`src/rtl/led_pkg.sv`:
```
// Shared definitions for the multi-channel LED driver (led_blink_ctrl).
// The LED_BREATHE_EN macro selects mode 3 behaviour: breathing when defined, static PWM otherwise.
package led_pkg;

  localparam int MODE_W = 2;

  typedef enum logic [MODE_W-1:0] {
    LED_OFF     = 2'd0,
    LED_ON      = 2'd1,
    LED_BLINK   = 2'd2,
    LED_BREATHE = 2'd3
  } led_mode_e;

  typedef enum logic {
    DIR_UP   = 1'b0,
    DIR_DOWN = 1'b1
  } breathe_dir_e;

  // Channel-index width. It never drops below one bit, so a single-channel build still has a port.
  function automatic int ch_width(input int num_led);
    return (num_led > 1) ? $clog2(num_led) : 1;
  endfunction

endpackage

```
`src/rtl/led_channel.sv`:
```
// One LED channel: holds mode, blink phase and PWM duty, and drives a registered LED bit.
// With LED_BREATHE_EN defined, mode 3 ramps the duty up and down on each tick; otherwise it uses the loaded duty.
module led_channel
  import led_pkg::*;
#(
  parameter int PWM_W = 8
) (
  input  logic              clk,
  input  logic              rst_n,
  input  logic              tick,
  input  logic [PWM_W-1:0]  pwm_cnt,
  input  logic              load,
  input  logic [MODE_W-1:0] mode,
  input  logic [PWM_W-1:0]  duty,
  output logic              led
);

  localparam logic [PWM_W-1:0] DUTY_MAX = '1;
  localparam logic [PWM_W-1:0] DUTY_ONE = PWM_W'(1);

  led_mode_e        mode_q;
  logic             phase_q;
  logic [PWM_W-1:0] duty_q;
`ifdef LED_BREATHE_EN
  breathe_dir_e     dir_q;
`endif

  always_ff @(posedge clk) begin
    if (!rst_n) begin
      mode_q  <= LED_OFF;
      phase_q <= 1'b0;
      duty_q  <= '0;
`ifdef LED_BREATHE_EN
      dir_q   <= DIR_UP;
`endif
      led     <= 1'b0;
    end else begin
      // A load takes priority over a coincident tick, so the pattern restarts cleanly.
      if (load) begin
        mode_q  <= led_mode_e'(mode);
        phase_q <= 1'b0;
`ifdef LED_BREATHE_EN
        duty_q  <= '0;
        dir_q   <= DIR_UP;
`else
        duty_q  <= duty;
`endif
      end else if (tick) begin
        if (mode_q == LED_BLINK) begin
          phase_q <= ~phase_q;
        end
`ifdef LED_BREATHE_EN
        if (mode_q == LED_BREATHE) begin
          if (dir_q == DIR_UP) begin
            if (duty_q == DUTY_MAX) begin
              dir_q  <= DIR_DOWN;
              duty_q <= DUTY_MAX - DUTY_ONE;
            end else begin
              duty_q <= duty_q + DUTY_ONE;
            end
          end else begin
            if (duty_q == '0) begin
              dir_q  <= DIR_UP;
              duty_q <= DUTY_ONE;
            end else begin
              duty_q <= duty_q - DUTY_ONE;
            end
          end
        end
`endif
      end

      // NOTE: the LED is computed from the state before this edge, so a new mode shows on the following clock.
      case (mode_q)
        LED_OFF:   led <= 1'b0;
        LED_ON:    led <= 1'b1;
        LED_BLINK: led <= phase_q;
        default:   led <= (pwm_cnt < duty_q);
      endcase
    end
  end

endmodule

```
`src/rtl/led_blink_ctrl.sv`:
```
// Multi-channel LED driver with a shared prescaler tick, a shared PWM counter and per-channel configuration.
// Define LED_BREATHE_EN to make mode 3 breathe; otherwise mode 3 is static PWM at cfg_duty.
module led_blink_ctrl
  import led_pkg::*;
#(
  parameter int NUM_LED    = 4,
  parameter int PRESCALE_W = 16,
  parameter int PWM_W      = 8
) (
  input  logic                         clk,
  input  logic                         rst_n,
  input  logic                         cfg_valid,
  output logic                         cfg_ready,
  input  logic [ch_width(NUM_LED)-1:0] cfg_ch,
  input  logic [MODE_W-1:0]            cfg_mode,
  input  logic [PWM_W-1:0]             cfg_duty,
  output logic                         tick,
  output logic [NUM_LED-1:0]           led
);

  localparam int CH_W = ch_width(NUM_LED);
  localparam logic [PRESCALE_W-1:0] PRE_ONE = PRESCALE_W'(1);
  localparam logic [PWM_W-1:0]      PWM_ONE = PWM_W'(1);

  logic [PRESCALE_W-1:0] prescaler;
  logic [PWM_W-1:0]      pwm_cnt;
  logic                  accept;

  // NOTE: every register here sits under the synchronous reset; there is no memory array to leave uninitialised.
  always_ff @(posedge clk) begin
    if (!rst_n) begin
      prescaler <= '0;
      pwm_cnt   <= '0;
      tick      <= 1'b0;
      cfg_ready <= 1'b0;
    end else begin
      prescaler <= prescaler + PRE_ONE;
      pwm_cnt   <= pwm_cnt + PWM_ONE;
      tick      <= &prescaler;
      cfg_ready <= 1'b1;
    end
  end

  assign accept = cfg_valid & cfg_ready;

  // An out-of-range channel index matches no instance, so the transfer completes without changing any state.
  for (genvar i = 0; i < NUM_LED; i++) begin : g_ch
    led_channel #(
      .PWM_W (PWM_W)
    ) u_ch (
      .clk     (clk),
      .rst_n   (rst_n),
      .tick    (tick),
      .pwm_cnt (pwm_cnt),
      .load    (accept && (cfg_ch == CH_W'(i))),
      .mode    (cfg_mode),
      .duty    (cfg_duty),
      .led     (led[i])
    );
  end

endmodule

```
`config.mk`:
```
export PLATFORM = sky130hd
export DESIGN_NAME = led_blink_ctrl
export DESIGN_NICKNAME = d
export VERILOG_FILES = /design/src/rtl/led_pkg.sv /design/src/rtl/led_channel.sv /design/src/rtl/led_blink_ctrl.sv
export SDC_FILE = /design/constraint.sdc
export NUM_CORES = 1
export LEC_CHECK = 0
export ABC_AREA = 0
export CAP_MARGIN = 20
export CORE_MARGIN = 1
export CORE_UTILIZATION = 50
export CTS_BUF_LIST = sky130_fd_sc_hd__clkbuf_2
export DETAILED_ROUTE_END_ITERATION = 6
export MAX_ROUTING_LAYER = met4
export PLACE_DENSITY = 0.69
export SLEW_MARGIN = 5
export SYNTH_ARGS = -nofsm -noshare
export SYNTH_HDL_FRONTEND = slang
export SYNTH_HIERARCHICAL = 1
export SYNTH_SLANG_ARGS = --single-unit
```
`constraint.sdc`:
```
create_clock -name clk -period 2.9 [get_ports clk]
set_clock_uncertainty 0.15 [all_clocks]
set_input_delay 0.58 -clock clk [delete_from_list [all_inputs] [get_ports clk]]
set_output_delay 0.58 -clock clk [all_outputs]
set_load 0.02 [all_outputs]
```
==> impl_metrics.csv <==
group,metric,value,unit
synthesis,yosysWarnings,6,
clock_tree,clk_path_buf_depth,2,
synthesis,synth.largest_area_cell,"dfxtp_1",
critical_path,slowest_delay,0.64,ns
synthesis,synthTopCellsByCount,"dfxtp_1 (74), mux2i_1 (45), nor2b_1 (44)",
power,intPower,1.41,mW
clock_tree,cts_hold_buf,0,
critical_path,end_kind,"output pin",
global_routing,grt_overflow_total,0,
power,p_total,1.85,mW
sta,setup_viol,0,
power,p_leak,1.43,nW
clock_tree,cts_buffers,9,
floorplan,die_h,88.1,microns
critical_path,r2r-start,"prescaler[0]",
sta,drv_slew,0,
synthesis,muxShareOfSynthArea,12.2,%
synthesis,synth_edf_count,0,
floorplan,fp.coreArea,7210,sq um
cells_and_area,fillCellCount,659,
power,peakVddDrop,0.296,mV
synthesis,synth.top_cells.by_area,"dfxtp_1 (40%), mux2i_1 (12%), ha_1 (10%)",
clock_tree,tritoncts,"yes",
clock_tree,cts-root-buf,"clkbuf_2",
synthesis,synth_top_area_share,40.0,%
critical_path,path_class,"reg2out",
sta,hold_viol,0,
drt,drt_wl_total,6.66,mm
clock_tree,clock_latency,0.48,ns
synthesis,syn_avg_cell_area,9.43,sq um
power,combPwrFrac,9.6,%
drt,wl_per_cell,12.8,microns
drt,ant_nets,0,
placed_design,globalplace.congestion,0.744,
power,switching_share,23.7,%
placed_design,dpl.hpwl,4.79,mm
critical_path,path_cells,"clkdlybuf4s50_1",
drt,drc,0,
critical_path,start_kind,"flip-flop",
cells_and_area,layout.nets,464,
worst_hold_path,hold_path_end,"tick",
worst_hold_path,hold_class,"reg2reg",
synthesis,syn-cell-area,3700,sq um
synthesis,synthSimpleGateAreaFrac,20.0,%
critical_path,cp.buffers_inverters,1,
synthesis,yosysUniqueCellTypes,32,
synthesis,netlist_instances,393,
synthesis,synthXorXnorAreaFrac,2.36,%
worst_hold_path,min_from,"prescaler[15]",
sta,worst-slew-pin-transition,0.476,ns
drt,dr.pass1.iters,4,
critical_path,worstRegToRegCells,4,
placed_design,dp.cells,507,
sta,max_freq,428,MHz
clock_tree,htree_levels,3,
power,p_per_area,445,nW/um^2
floorplan,io_pins,21,
synthesis,synth_compound_area_share,10.3,%
critical_path,cp_data_arrival_time,1.61,ns
worst_hold_path,worstHoldPathCells,2,
critical_path,slowest_stage,"clkdlybuf4s50_1",
global_routing,grt_pass1_wl,11.2,mm
floorplan,initial_core_util,51.4,%
power,p_switching,0.439,mW
global_routing,antenna_found_initial,0,
critical_path,cp_max_fo,5,
global_routing,grt_pass1_vias,2376,
run,max-cap-violations,0,
critical_path,critPathTopFamily,"buffers and inverters",
synthesis,synth_top_family_by_area,"simple AND/OR/NAND/NOR gates",
critical_path,required,2.17,ns
drt,vias_per_cell,5.14,
power,seq_power_share,57.2,%
sta,fin_crit_sh,80.6,%
sta,fin_crit,2.34,ns
clock_tree,path_clk_slew,0.19,ns
synthesis,yosys_register_bits,74,
global_routing,grt_usage,19.5,%
synthesis,yosysMostFrequentCell,"dfxtp_1",
cells_and_area,drive_above_1_share,7.09,%
synthesis,synth_fa_ha_area_share,10.1,%
sta,max_slew_margin,68.1,%
synthesis,async_flop_share,0,%
cells_and_area,final_cells,522,
synthesis,seq_area_frac_synth,40.0,%
sta,rsz0062_at_grt,"no",
critical_path,rr_endpoint,"tick",
global_routing,grt_max_degree,56,
clock_tree,cts_resized,0,
critical_path,r2r_setup_slack,1.08,ns
floorplan,die_x,88.1,microns
cells_and_area,antennaDiodeCount,0,
clock_tree,cts.sinks,74,
synthesis,syn-num-nets,438,
outcome,status,"complete, no violations",
drt,drtIter0Drc,122,
drt,vias,2685,
power,power_frac_clock,33.2,%
sta,fin_setup_tns,0,ns
synthesis,synth-main-ff-cell,"dfxtp_1",
floorplan,fp-row-count,31,
cells_and_area,syn_to_final_growth,12.3,%
floorplan,fp.dieArea,7760,sq um
clock_tree,postCtsSetupRepairBufs,0,
placed_design,portBuffers,20,
layout make-up:
type / count / area [sq um] / area share [%]
Timing Repair Buffer: 25 / 250 / 6.01
Clock buffer: 11 / 55.1 / 1.32
Multi-Input combinational cell: 272 / 2040 / 49.1
Sequential cell: 74 / 1480 / 35.6
Tap cell: 99 / 124 / 2.98
Clock inverter: 4 / 67.6 / 1.62
Inverter: 37 / 139 / 3.34
per-stage QoR:
step                util, %  area (sq um)  worst slack (ns)  hold WS (ns)
finish                 57.7          4160             0.563         0.321
global route           57.7          4160             0.466         0.355
CTS                    57.7          4160             0.508         0.329
detailed placement     56.0          4040             0.661         0.304
global placement       56.0          4040             0.733         0.291
floorplan                 -          3700              1.24         0.277
how the worst max path moves through the flow:
stage | startpoint | endpoint | slack (ns) | depth (start not counted)
2_1_floorplan | cfg_ch[0] | g_ch[1].u_ch/duty_q[1] | 1.24 | 5
6_report | tick | tick | 0.56 | 1
3_3_place_gp | rst_n | pwm_cnt[7] | 0.73 | 3
5_1_grt | tick | tick | 0.47 | 1
3_5_place_dp | rst_n | prescaler[5] | 0.66 | 3
4_1_cts | tick | tick | 0.51 | 1
logic make-up after synthesis:
kind of cell,after synthesis
compound gates,54
buf+inv,47
mux,45
simple gates,133
fa+ha+maj,30
xor+xnor,10
flops,74
state kept, by name (all words and copies together) (netlist names):
name / cells
g_ch.u_ch/phase_q: 4
g_ch.u_ch/mode_q: 8
cfg_ready: 1
g_ch.u_ch/duty_q: 32
g_ch.u_ch/led: 4
tick: 1
prescaler: 16
pwm_cnt: 8
worst reg2reg max path, stage by stage (launching register included):
cell	delay (ns)
dfxtp_1	0.43
ha_1	0.23
nand4_1	0.31
or4_1	0.57
nor2_1	0.11
power by group through the flow:
| stage | clock, mW | sequential [mW] | combinational, mW |
|---|---|---|---|
| floorplan | 0 | 1.08 | 0.117 |
| global placement | 0 | 1.08 | 0.176 |
| detailed placement | 0 | 1.08 | 0.179 |
| CTS | 0.637 | 1.06 | 0.180 |
| global route | 0.682 | 1.06 | 0.198 |
| finish | 0.614 | 1.06 | 0.178 |
metal layers:
metal	wire, microns	part of all wire (%)	vias up	track usage, %
met5	0	0	-	-
met4	116	1.7	0	7.92
met3	195	2.9	10	3.11
met2	2930	44	39	29.0
met1	3420	51	1233	26.2
li1	-	-	1403	-
placed cells by master (no fill, tap or decap), types with 5 or more instances in the layout:
cell and n:
a21oi_1 17, clkbuf_2 11, clkdlybuf4s50_1 20, dfxtp_1 74
ha_1 30, inv_1 36, mux2i_1 45, nand2_1 25
nand2b_1 8, nand3_1 13, nor2_1 15, nor2b_1 44
nor4_1 5, o21ai_0 9, o31ai_1 8, or4_1 5
xor2_1 8
Power figures use the tool's default switching activity.
